**config.mk**
```make
export PLATFORM = sky130hd
export DESIGN_NAME = sram_stream_reader
export DESIGN_NICKNAME = d
export VERILOG_FILES = /design/src/rtl/accum_pkg.sv /design/src/rtl/sram_rd_fifo.sv /design/src/rtl/sram_stream_reader.sv
export SDC_FILE = /design/constraint.sdc
export NUM_CORES = 1
export LEC_CHECK = 0
export ABC_AREA = 0
export BUFFER_PORTS_ARGS = -buffer_cell sky130_fd_sc_hd__buf_4
export CAP_MARGIN = 5
export CORE_ASPECT_RATIO = 1.2
export CORE_MARGIN = 2
export CORE_UTILIZATION = 25
export CTS_BUF_LIST = sky130_fd_sc_hd__clkbuf_4
export DETAILED_ROUTE_END_ITERATION = 6
export GPL_TIMING_DRIVEN = 1
export RECOVER_POWER = 25
export SLEW_MARGIN = 5
export SYNTH_ARGS = -nofsm -noshare
export SYNTH_HDL_FRONTEND = slang
export SYNTH_SLANG_ARGS = --single-unit
```
**constraint.sdc**
```tcl
create_clock -name clk -period 2.4 [get_ports clk]
set_clock_uncertainty 0.2 [all_clocks]
set_input_delay 0.48 -clock clk [delete_from_list [all_inputs] [get_ports clk]]
set_output_delay 0.48 -clock clk [all_outputs]
set_load 0.02 [all_outputs]
```
**src/rtl/accum_pkg.sv**
```systemverilog
// Shared state encoding and default sizing for the SRAM stream reader.
package accum_pkg;

  typedef enum logic [1:0] {
    IDLE  = 2'd0,
    READ  = 2'd1,
    DRAIN = 2'd2
  } state_t;

  localparam int unsigned DEF_SRAM_DEPTH = 1024;
  localparam int unsigned DEF_DATA_WIDTH = 32;
  localparam int unsigned DEF_FIFO_DEPTH = 4;

endpackage

```
**src/rtl/sram_rd_fifo.sv**
```systemverilog
// Small synchronous FIFO buffering SRAM read data toward the output stream.
module sram_rd_fifo #(
  parameter int unsigned DEPTH = 4,
  parameter int unsigned DW    = 32
) (
  input  logic                   clk,
  input  logic                   rst,
  input  logic                   push,
  input  logic [DW-1:0]          din,
  input  logic                   pop,
  output logic [DW-1:0]          dout,
  output logic                   full,
  output logic                   empty,
  output logic [$clog2(DEPTH):0] count
);

  localparam int unsigned PW = $clog2(DEPTH);
  localparam int unsigned CW = PW + 1;

  logic [DW-1:0] r_mem [DEPTH];
  logic [PW-1:0] r_wr_ptr;
  logic [PW-1:0] r_rd_ptr;
  logic [CW-1:0] r_count;
  logic          w_push;
  logic          w_pop;

  assign full   = (r_count == CW'(DEPTH));
  assign empty  = (r_count == '0);
  assign count  = r_count;
  assign w_push = push && !full;
  assign w_pop  = pop && !empty;
  // Head is forced to zero when empty so the stream data bus is clean after reset.
  assign dout   = empty ? '0 : r_mem[r_rd_ptr];

  always_ff @(posedge clk) begin
    if (rst) begin
      r_wr_ptr <= '0;
      r_rd_ptr <= '0;
      r_count  <= '0;
    end else begin
      if (w_push) r_wr_ptr <= r_wr_ptr + PW'(1);
      if (w_pop)  r_rd_ptr <= r_rd_ptr + PW'(1);
      case ({w_push, w_pop})
        2'b10:   r_count <= r_count + CW'(1);
        2'b01:   r_count <= r_count - CW'(1);
        default: r_count <= r_count;
      endcase
    end
  end

  always_ff @(posedge clk) begin
    if (w_push) r_mem[r_wr_ptr] <= din;
  end

endmodule

```
**src/rtl/sram_stream_reader.sv**
```systemverilog
// Streams a contiguous, wrapping range of SRAM words out through a valid/ready
// interface, issuing reads only when the output buffer has room for them.
module sram_stream_reader
  import accum_pkg::*;
#(
  parameter int unsigned SRAM_DEPTH = DEF_SRAM_DEPTH,
  parameter int unsigned DATA_WIDTH = DEF_DATA_WIDTH,
  parameter int unsigned FIFO_DEPTH = DEF_FIFO_DEPTH
) (
  input  logic                          clk,
  input  logic                          rst,
  input  logic                          start,
  input  logic [$clog2(SRAM_DEPTH)-1:0] base_addr,
  input  logic [$clog2(SRAM_DEPTH):0]   len,
  output logic                          busy,
  output logic                          done,
  output logic                          enb,
  output logic [$clog2(SRAM_DEPTH)-1:0] addrb,
  input  logic [DATA_WIDTH-1:0]         dob,
  output logic                          m_valid,
  input  logic                          m_ready,
  output logic [DATA_WIDTH-1:0]         m_data,
  output logic                          m_last
);

  localparam int unsigned AW = $clog2(SRAM_DEPTH);
  localparam int unsigned LW = AW + 1;
  localparam int unsigned CW = $clog2(FIFO_DEPTH) + 1;

  state_t          r_state;
  logic [AW-1:0]   r_addr;
  logic [LW-1:0]   r_len;
  logic [LW-1:0]   r_issued;
  logic [LW-1:0]   r_delivered;
  logic            r_pending;
  logic            r_done;

  logic            w_enb;
  logic            w_pop;
  logic            w_last;
  logic            w_full;
  logic            w_empty;
  logic [CW-1:0]   w_fifo_count;
  logic [DATA_WIDTH-1:0] w_head;

  // Credit check counts the read still in flight; a pop this cycle is not credited.
  assign w_enb = (r_state == READ) && (r_issued < r_len) && !w_full &&
                 ((w_fifo_count + CW'(r_pending)) < CW'(FIFO_DEPTH));
  assign w_pop  = m_valid && m_ready;
  assign w_last = m_valid && (r_state != IDLE) && (r_delivered == r_len - LW'(1));

  assign busy    = (r_state != IDLE);
  assign done    = r_done;
  assign enb     = w_enb;
  assign addrb   = r_addr;
  assign m_valid = !w_empty;
  assign m_data  = w_head;
  assign m_last  = w_last;

  always_ff @(posedge clk) begin
    if (rst) begin
      r_state     <= IDLE;
      r_addr      <= '0;
      r_len       <= '0;
      r_issued    <= '0;
      r_delivered <= '0;
      r_pending   <= 1'b0;
      r_done      <= 1'b0;
    end else begin
      r_done    <= 1'b0;
      r_pending <= w_enb;
      if (w_pop) r_delivered <= r_delivered + LW'(1);
      case (r_state)
        IDLE: begin
          if (start) begin
            if (len == '0) begin
              r_done <= 1'b1;
            end else begin
              r_len       <= len;
              r_addr      <= base_addr;
              r_issued    <= '0;
              r_delivered <= '0;
              r_state     <= READ;
            end
          end
        end
        READ: begin
          if (w_enb) begin
            r_issued <= r_issued + LW'(1);
            r_addr   <= (r_addr == AW'(SRAM_DEPTH - 1)) ? '0 : r_addr + AW'(1);
            if (r_issued == r_len - LW'(1)) r_state <= DRAIN;
          end
        end
        DRAIN: begin
          if (w_pop && w_last) begin
            r_state <= IDLE;
            r_done  <= 1'b1;
          end
        end
        default: r_state <= IDLE;
      endcase
    end
  end

  sram_rd_fifo #(
    .DEPTH (FIFO_DEPTH),
    .DW    (DATA_WIDTH)
  ) u_fifo (
    .clk   (clk),
    .rst   (rst),
    .push  (r_pending),
    .din   (dob),
    .pop   (w_pop),
    .dout  (w_head),
    .full  (w_full),
    .empty (w_empty),
    .count (w_fifo_count)
  );

endmodule

```
==> flow_summary.json <==
{
  "core_area_um2": 33000,
  "critPathKind": "reg -> out",
  "synth_flop_cell": "edfxtp_1",
  "detail-route-antenna-nets": 0,
  "dieArea_um2": 34800,
  "insertion_delay_ps": 560,
  "gp_congestion": 0.850,
  "slew_viol_final": 0,
  "violations": "setup timing",
  "grt_pass1_vias": 6189,
  "synth_edf_count": 128,
  "row_count": 73,
  "worst_slack_ps": -777,
  "grt_overflow": 0,
  "ys_warn_count": 0,
  "drt_wl_total_um": 20800,
  "finalSetupViolations": 56,
  "ys_async_sr_fraction": 0,
  "io_buffers": 103,
  "max-vdd-ir-drop_mv": 0.324,
  "synth.top_cells.by_area": "edfxtp_1 (46%), dfxtp_1 (13%), mux4_2 (8.7%)",
  "slew_headroom": 0.561,
  "antenna_found_initial": 0,
  "final_nets": 961,
  "whs_endpoint": "addrb[9]",
  "r2r_start": "r_len[1]",
  "crit_path_end_kind": "output port",
  "syn_area_um2": 8320,
  "wire_per_inst_um": 15.5,
  "die_height_um": 204,
  "holdCritStartpoint": "base_addr[9]",
  "synthCells": 643,
  "h-tree-depth": 4,
  "synth.distinct_cells": 56,
  "cts_buffers": 17,
  "fmax_mhz": 315,
  "synth_top_cell_area_share": 0.462,
  "grt_pass1_wl_um": 32200,
  "required_ps": 1720,
  "clockBufferDepth": 2,
  "worstHoldPathType": "in -> reg",
  "p_leak_nw": 4.17,
  "finalCritPeriodShare": 1.32,
  "path_clk_slew_ps": 190,
  "boundaryPins": 104,
  "grt_max_degree": 41,
  "vias_per_cell": 4.43,
  "initial_core_util": 0.252,
  "vias": 5962,
  "rsz0062_at_grt": "true",
  "drc": 0,
  "cts_root_buffer": "clkbuf_4",
  "synthToLayoutAreaGrowth_pct": 40.5,
  "clock_sinks": 184,
  "synth_top_cell_by_area": "edfxtp_1",
  "reg2reg_depth": 15,
  "worst_pin_slew_ps": 659,
  "first_pass_iters": 5,
  "power.density_nw_per_um2": 756,
  "ys_seq_area_frac": 0.597,
  "hold_viol": 0,
  "r2r_end": "r_issued[6]",
  "power_w": 0.00883,
  "dp_hpwl_um": 13600,
  "crit_arrival_ps": 2500,
  "cts_tree": "done",
  "drt-initial-drc-count": 307,
  "hold_depth": 5,
  "min_period_ps": 3180,
  "ys_ff_latch": 184,
  "final_core_util": 0.354,
  "regToRegSetupSlack_ps": -510,
  "maxCapViolations": 0,
  "n_antenna_cell": 0,
  "syn_nets": 721,
  "run_status": "finished, violations left",
  "place_ws_ps": -206,
  "crit_path_start_kind": "flop",
  "syn_avg_cell_area_um2": 12.9,
  "drive_gt1_frac": 0.395,
  "cp_max_fo": 3,
  "hold_ws_ps": 71.3,
  "grt_usage": 0.119,
  "die_w_um": 171
}
[metrics by stage]
step                instances  area (um2)  setup TNS (ps)
floorplan                 643        8370            -260
detailed placement       1243       10200           -2260
CTS                      1337       11500          -19830
finish                   1346       11700          -16970
global route             1346       11700          -23950
global placement         1243       10200           -2330
[state kept, by name, indices dropped and copies added (netlist names), named ones only]
register	cells
r_len	11
u_fifo.r_mem	128
r_state	2
r_delivered	11
done	1
u_fifo.r_wr_ptr	2
r_pending	1
r_issued	11
u_fifo.r_rd_ptr	2
u_fifo.count	3
addrb	10
[report_power, final]
part	switching, W	leakage (nW)	internal [W]
registers	0.0000832	1.62	0.00352
clock network	0.00122	0.157	0.000582
logic	0.00156	2.40	0.00187
total	0.00286	4.17	0.00597
[per-layer routing]
metal	GRT usage	wire [um]
met4	0.0354	340
met5	0	0
met3	0.0223	782
met2	0.209	10800
met1	0.148	8970
[cell families (layout without fill, tap and decap cells)]
family,Yosys count,after routing,share of synthesized area
AO/OA/AOI/OAI,90,91,0.0668
XOR/XNOR,42,42,0.0459
AND/OR/NAND/NOR,211,211,0.136
adder cells (fa/ha/maj),21,21,0.0325
multiplexers,37,37,0.0926
flip-flops,184,184,0.597
buffers and inverters,58,310,0.0292
[synthesized netlist by cell type (all sizes together) (2+ instances only)]
cell type / n
a211oi: 2
a21o: 2
a21oi: 45
a22oi: 2
a31oi: 3
a32o: 3
and2: 39
and3: 4
and4: 3
buf: 12
clkbuf: 18
dfxtp: 56
edfxtp: 128
ha: 20
inv: 28
mux2i: 5
mux4: 32
nand2: 42
nand2b: 5
nand3: 17
nand4: 8
nor2: 45
nor2b: 3
nor3: 22
nor4: 4
o211ai: 2
o21a: 2
o21ai: 12
o31ai: 6
o32ai: 2
or3: 8
or4: 6
xnor2: 25
xor2: 16
[repair_timing]
item / in CTS / in global routing
pin swaps: 25 / 57
buffers inserted: 14 / 10
gates resized for setup: 115 / 49
hold buffers: 47 / 0
hold endpoints to repair: 143 / 0
endpoints found under the setup margin: 57 / 59
gates cloned: 3 / 3
[cell type report]
type                            count  area [um2]
Fill cell                        3225       21300
Timing Repair Buffer              250        2230
Inverter                           28         110
Clock buffer                       17         128
Tap cell                          450         563
Multi-Input combinational cell    402        3480
Clock inverter                     15         181
Sequential cell                   184        4990
[critical path, stage by stage (launching register included)]
cell     delay, ps
dfxtp_4        390
inv_4           50
ha_4           130
or4b_4         480
buf_4          160
xnor2_1        140
nand2_1         60
mux2i_1        110
nor4b_4        230
buf_4          190
[cell usage in the layout, fill, tap and decap left out, drive strengths merged, types with 17 or more instances in the layout]
master	count
ha	20
dlygate4sd3	47
buf	180
xnor2	25
a21oi	45
mux4	32
inv	35
nand3	17
nor3	22
and2	39
dfxtp	56
nor2	45
nand2	42
clkbuf	40
edfxtp	128
[how the worst max path moves through the flow]
stage	slack, ps	start	end
3_5_place_dp	-210	r_len[1]	m_last
5_1_grt	-1000	r_len[1]	m_last
4_1_cts	-880	r_len[1]	m_last
3_3_place_gp	-170	r_len[1]	m_last
2_1_floorplan	-160	r_len[0]	m_last
6_report	-780	r_len[0]	m_last
No activity file was read; power rests on OpenSTA's default activity.
